===== src/rtl/typeracer_pkg.sv =====
// Shared codes for the typing-race control FSM and the in-game referee:
// control phases and the non-numeric 7-segment glyph codes.
package typeracer_pkg;

  localparam logic [1:0] ST_SELECT    = 2'd0;
  localparam logic [1:0] ST_COUNTDOWN = 2'd1;
  localparam logic [1:0] ST_INGAME    = 2'd2;
  localparam logic [1:0] ST_FINISH    = 2'd3;

  localparam logic [3:0] GLYPH_T     = 4'd10;
  localparam logic [3:0] GLYPH_W     = 4'd11;
  localparam logic [3:0] GLYPH_BLANK = 4'd12;
  localparam logic [3:0] GLYPH_DONE  = 4'd13;

  localparam logic [15:0] NUMS_BLANK = {4{GLYPH_BLANK}};

endpackage


===== src/rtl/bin_to_bcd.sv =====
// Combinational 10-bit binary to three BCD digits (double-dabble).
// Inputs above 999 lose the thousands digit; callers stay within 0..999.
module bin_to_bcd (
  input  logic [9:0]  bin,
  output logic [11:0] bcd
);

  logic [21:0] sr;

  always_comb begin
    sr = {12'd0, bin};
    for (int i = 0; i < 10; i++) begin
      if (sr[13:10] >= 4'd5) sr[13:10] = sr[13:10] + 4'd3;
      if (sr[17:14] >= 4'd5) sr[17:14] = sr[17:14] + 4'd3;
      if (sr[21:18] >= 4'd5) sr[21:18] = sr[21:18] + 4'd3;
      sr = sr << 1;
    end
    bcd = sr[21:10];
  end

endmodule


===== src/rtl/game_referee.sv =====
// In-game referee: keeps the game clock, counts words and keystroke errors,
// raises finish when the goal is reached and drives the four digit codes.
module game_referee
  import typeracer_pkg::*;
#(
  parameter int TICK_CYCLES = 100_000_000,
  parameter int ELAPSED_MAX = 999
) (
  input  logic        clk,
  input  logic        rst,
  input  logic [1:0]  state,
  input  logic        Mode,
  input  logic [6:0]  value,
  input  logic        key_valid,
  input  logic        key_correct,
  input  logic        word_done,
  output logic        finish,
  output logic [6:0]  words,
  output logic [7:0]  errors,
  output logic [15:0] nums
);

  localparam int TW = (TICK_CYCLES > 1) ? $clog2(TICK_CYCLES) : 1;

  localparam logic [1:0] S_IDLE = 2'd0;
  localparam logic [1:0] S_RUN  = 2'd1;
  localparam logic [1:0] S_DONE = 2'd2;

  logic [1:0]    fsm;
  logic [TW-1:0] tick_cnt;
  logic [9:0]    elapsed;
  logic [6:0]    remaining;
  logic [6:0]    target;
  logic          mode_q;

  logic          second;
  logic          goal_met;
  logic [6:0]    words_left;
  logic [9:0]    disp_val;
  logic [3:0]    glyph;
  logic          blank;
  logic [11:0]   disp_bcd;
  logic [15:0]   nums_next;

  assign second     = (tick_cnt == TW'(TICK_CYCLES - 1));
  // Goal is judged on registered counters, so finish trails the last update by one edge.
  assign goal_met   = mode_q ? (words >= target) : (remaining == 7'd0);
  assign words_left = (target > words) ? (target - words) : 7'd0;

  always_comb begin
    blank    = 1'b1;
    glyph    = GLYPH_BLANK;
    disp_val = 10'd0;
    case (fsm)
      S_RUN: begin
        blank = 1'b0;
        if (mode_q) begin
          glyph    = GLYPH_W;
          disp_val = {3'd0, words_left};
        end else begin
          glyph    = GLYPH_T;
          disp_val = {3'd0, remaining};
        end
      end
      S_DONE: begin
        blank    = 1'b0;
        glyph    = GLYPH_DONE;
        disp_val = mode_q ? elapsed : {3'd0, words};
      end
      default: ;
    endcase
  end

  bin_to_bcd u_bcd (
    .bin (disp_val),
    .bcd (disp_bcd)
  );

  assign nums_next = blank ? NUMS_BLANK : {glyph, disp_bcd};

  // NOTE: all state is written with non-blocking assignments so every register
  // samples the pre-edge values of the others, independent of statement order.
  always_ff @(posedge clk) begin
    if (!rst) begin
      fsm       <= S_IDLE;
      finish    <= 1'b0;
      words     <= 7'd0;
      errors    <= 8'd0;
      nums      <= NUMS_BLANK;
      tick_cnt  <= '0;
      elapsed   <= 10'd0;
      remaining <= 7'd0;
      target    <= 7'd0;
      mode_q    <= 1'b0;
    end else begin
      nums <= nums_next;
      case (fsm)
        S_IDLE: begin
          finish   <= 1'b0;
          words    <= 7'd0;
          errors   <= 8'd0;
          elapsed  <= 10'd0;
          tick_cnt <= '0;
          if (state == ST_INGAME) begin
            target    <= value;
            mode_q    <= Mode;
            remaining <= value;
            fsm       <= S_RUN;
          end
        end

        S_RUN: begin
          if (state == ST_SELECT) begin
            fsm <= S_IDLE;
          end else if (goal_met) begin
            fsm    <= S_DONE;
            finish <= 1'b1;
          end else begin
            tick_cnt <= second ? '0 : tick_cnt + 1'b1;
            if (second) begin
              if (elapsed < 10'(ELAPSED_MAX)) elapsed <= elapsed + 10'd1;
              if (!mode_q && remaining != 7'd0) remaining <= remaining - 7'd1;
            end
            if (word_done && words != 7'd127) words <= words + 7'd1;
            if (key_valid && !key_correct && errors != 8'd255) errors <= errors + 8'd1;
          end
        end

        S_DONE: begin
          if (state == ST_SELECT) begin
            fsm    <= S_IDLE;
            finish <= 1'b0;
          end
        end

        default: fsm <= S_IDLE;
      endcase
    end
  end

endmodule

===== config.mk =====
export PLATFORM = sky130hd
export DESIGN_NAME = game_referee
export DESIGN_NICKNAME = d
export VERILOG_FILES = /design/src/rtl/typeracer_pkg.sv /design/src/rtl/bin_to_bcd.sv /design/src/rtl/game_referee.sv
export SDC_FILE = /design/constraint.sdc
export NUM_CORES = 1
export LEC_CHECK = 0
export ABC_AREA = 1
export BUFFER_PORTS_ARGS = -buffer_cell sky130_fd_sc_hd__buf_2
export CELL_PAD_IN_SITES_DETAIL_PLACEMENT = 0
export CELL_PAD_IN_SITES_GLOBAL_PLACEMENT = 1
export CORE_MARGIN = 2
export CORE_UTILIZATION = 47
export DETAILED_ROUTE_END_ITERATION = 8
export GPL_ROUTABILITY_DRIVEN = 0
export GPL_TIMING_DRIVEN = 0
export PLACE_DENSITY_LB_ADDON = 0.1
export SLEW_MARGIN = 0
export SYNTH_ARGS = -nofsm -noshare
export SYNTH_HDL_FRONTEND = slang
export SYNTH_SLANG_ARGS = --single-unit

===== constraint.sdc =====
create_clock -name clk -period 16 [get_ports clk]
set_input_delay 2.4 -clock clk [delete_from_list [all_inputs] [get_ports clk]]
set_output_delay 2.4 -clock clk [all_outputs]
set_load 0.03 [all_outputs]

==> impl_results.md <==
* Cell variety after synth at 51
* CP peak stage delay at 410 ps
* Pwr dens at 135.1 mW/mm^2
* DP HPWL at 10930 um
* PortBufs at 44
* Syn Inst Count at 840
* Crit Path Max Fanout at 7
* Area of the mapped netlist at 0.005689 sq mm
* Syn Nets at 892
* Sequential area share after synthesis at 29.91%
* WL/cell at 13.30 um
* Top cell type's share of synthesized area at 29.91%
* Nets at 947
* Largest area contributor in the netlist: dfxtp_1
* Max Freq at 160.5 MHz
* Critical path's most frequent cell: nand2_1
* Synth Warn # at 0
* Setup crit end kind: flip-flop
* Largest net degree at the start of global routing at 14
* CTS buffer count at 9
* Comb power frac at 43.7%
* LEAKAGE at 2.950 nW
* Clock Latency Late Sink at 350 ps
* Total number of vias at 5514
* Hold-fix buffers, CTS at 0
* Worst Path Arrival at 6450 ps
* Reg power frac at 30.5%
* Max IR drop VDD at 0.07489 mV
* Final min period at 6229 ps
* Post-route clock period utilization at 38.93%
* CTS sink count at 85
* Antenna violations before repair at 0
* Vias per cell at 5.266
* Post-layout util at 53.78%
* Post-route antenna net violation count at 0
* Asr flop ratio synth at 0%
* P_int at 0.0004899 W
* Worst Tran Pin Value at 887.3 ps
* Status: completed
* Worst Slack Setup Final at 9771 ps
* Final Max Tran Viols at 0
* Sw Ratio at 43.39%
* Flops & latches, synth at 85
* CTS Root Cell: clkbuf_16
* Post-synth EDFFs at 0
* Ranking of synthesized cells by area: dfxtp_1 30%, nand2_1 10%, inv_1 9.0%
* Syn_area_per_cell at 6.773 sq um
* Critical path data required time at 16220 ps
* Post-route design area at 0.006406 sq mm
* Routed Wire Length at 13930 um
* Global route overflow at 0
* Worst hold path type: flip-flop to flip-flop
* CTS resizes at 0
* Row count at 40
* Hold_ws at 449.7 ps
* GRT Total Usage at 22.86%
* Final setup violating endpoints at 0
* Antenna Diode Count at 0
* Area grow syn2layout at 12.60%
* Number of global-route vias before repair at 5264
* Relative slew slack at 40.63%
* Hold Fails Final Rpt at 0
* Ports at 47
* Main flop type after synthesis: dfxtp_1
* Post-CTS Setup Bufs at 0
* Full die area at 0.01300 sq mm
* Clock slew at reported path FFs at 60 ps
* TNS Setup at 0 ps
* Initial Utilization at 47.76%
* Number of max-cap violations at 0
* Layout cell share with drive strength beyond 1 at 13.22%
* Dpl cell area at 0.006093 sq mm
* First-pass GRT wire length at 23780 um
* CTS tree: done
* DRC errors left at 0
* Critical Path Source Type: flip-flop
* TritonRoute pass-1 iters at 4
* Critical path type: flip-flop to flip-flop
* DP Worst Slack at 9788 ps
* Die height at 114.0 um
* Skew final at 8.178 ps
* Die Span X at 114.0 um
* Switch Pwr at 0.0003754 W
* Core footprint at 0.01191 sq mm
* Detailed Route Iter0 Violations at 286
* CTS H-tree depth at 3
* Clock power frac at 25.8%
* Clk buf depth at 2
* Slowest stage cell, crit path: dfxtp_1
* RSZ-0062 raised after global routing: false
==> worst max-delay path: cells and delay by family (launching register included) <==
family / cells / cell delay (ps)
flip-flops: 1 / 410
AND/OR/NAND/NOR: 25 / 2270
AO/OA/AOI/OAI: 3 / 470
XOR/XNOR: 1 / 250
buffers and inverters: 11 / 890
adder cells (fa/ha/maj): 9 / 1810
==> cell usage in the layout (no fill, tap or decap), types with 2 or more instances in the layout <==
cell	instances
nor3_1	28
nand3b_1	2
nand3_2	9
a21o_1	3
a211oi_1	11
inv_2	6
o22ai_1	6
buf_2	44
o21ai_1	3
or2_2	5
nor3b_1	3
xor2_1	11
o211ai_1	2
o21ai_2	4
o21ai_0	54
clkbuf_16	9
xor2_2	4
a221oi_1	2
o21a_1	3
nand4_1	16
a31oi_1	8
nor4_1	8
a21oi_1	74
nand2_4	3
clkbuf_1	13
nor2_1	66
nand2_1	157
xnor2_1	2
dfxtp_1	85
nand2_2	17
nand3_1	42
inv_1	137
clkbuf_8	3
buf_4	2
ha_1	36
==> registers in the layout, indices dropped and copies added (netlist names) <==
register,flops
remaining,7
words,7
tick_cnt,27
target,7
mode_q,1
finish,1
errors,8
elapsed,10
fsm,2
nums,15
==> synth_stat cells (2+ instances only) <==
| cell type | number |
|---|---|
| a211oi_1 | 11 |
| a21o_1 | 3 |
| a21oi_1 | 74 |
| a221oi_1 | 2 |
| a31oi_1 | 8 |
| buf_4 | 2 |
| clkbuf_1 | 12 |
| dfxtp_1 | 85 |
| ha_1 | 36 |
| inv_1 | 137 |
| inv_2 | 6 |
| nand2_1 | 157 |
| nand2_2 | 17 |
| nand2_4 | 3 |
| nand3_1 | 42 |
| nand3_2 | 9 |
| nand3b_1 | 2 |
| nand4_1 | 16 |
| nor2_1 | 66 |
| nor3_1 | 28 |
| nor3b_1 | 3 |
| nor4_1 | 8 |
| o211ai_1 | 2 |
| o21a_1 | 3 |
| o21ai_0 | 54 |
| o21ai_1 | 3 |
| o21ai_2 | 4 |
| o22ai_1 | 6 |
| or2_2 | 5 |
| xnor2_1 | 2 |
| xor2_1 | 11 |
| xor2_2 | 4 |
==> cell families after synthesis <==
family          after synthesis  share of synthesized area (%)
compound gates              177                          17.75
buf+inv                     160                          10.82
other cells                   1                        0.06591
fa+ha+maj                    37                          8.269
xor+xnor                     17                          3.145
flops                        85                          29.91
simple gates                363                          30.04
==> path summary, 6_finish.rpt <==
| path | startpoint | endpoint | slack, ps | cells past startpoint |
|---|---|---|---|---|
| worst min-delay path | target[2] | target[2] | 450 | 2 |
| worst max register to register | fsm[0] | nums[1] | 9770 | 49 |
| worst min register to register | target[2] | target[2] | 450 | 2 |
| worst max-delay path | fsm[0] | nums[1] | 9770 | 49 |
==> power by group through the flow <==
stage	Sequential, W	Combinational, W	Clock, W
after global placement	0.000267	0.000370	0
after detailed placement	0.000268	0.000377	0
final	0.000264	0.000378	0.000223
after global routing	0.000268	0.000428	0.000235
after floorplan	0.000281	0.000262	0
after CTS	0.000264	0.000378	0.000227
==> layout make-up <==
class / count / area (sq um)
Multi-Input combinational cell: 595 / 3372
Fill cell: 1196 / 5505
Clock inverter: 3 / 42.54
Sequential cell: 85 / 1702
Tap cell: 147 / 183.9
Inverter: 144 / 540.5
Clock buffer: 13 / 270.3
Buffer: 16 / 75.07
Timing Repair Buffer: 44 / 220.2
==> layer usage <==
metal	part of all wire, %	track usage [%]
met5	0	0
met4	1.7	8.455
met3	2.8	2.922
met2	49	39.21
met1	47	29.41
==> per-stage QoR <==
stage,total power [W],instances
2_1_floorplan,0.0005437,840
5_1_grt,0.0009307,1047
3_3_place_gp,0.0006370,1031
6_report,0.0008653,1047
3_5_place_dp,0.0006454,1031
4_1_cts,0.0008691,1047
(Power assumes the default switching activity.)
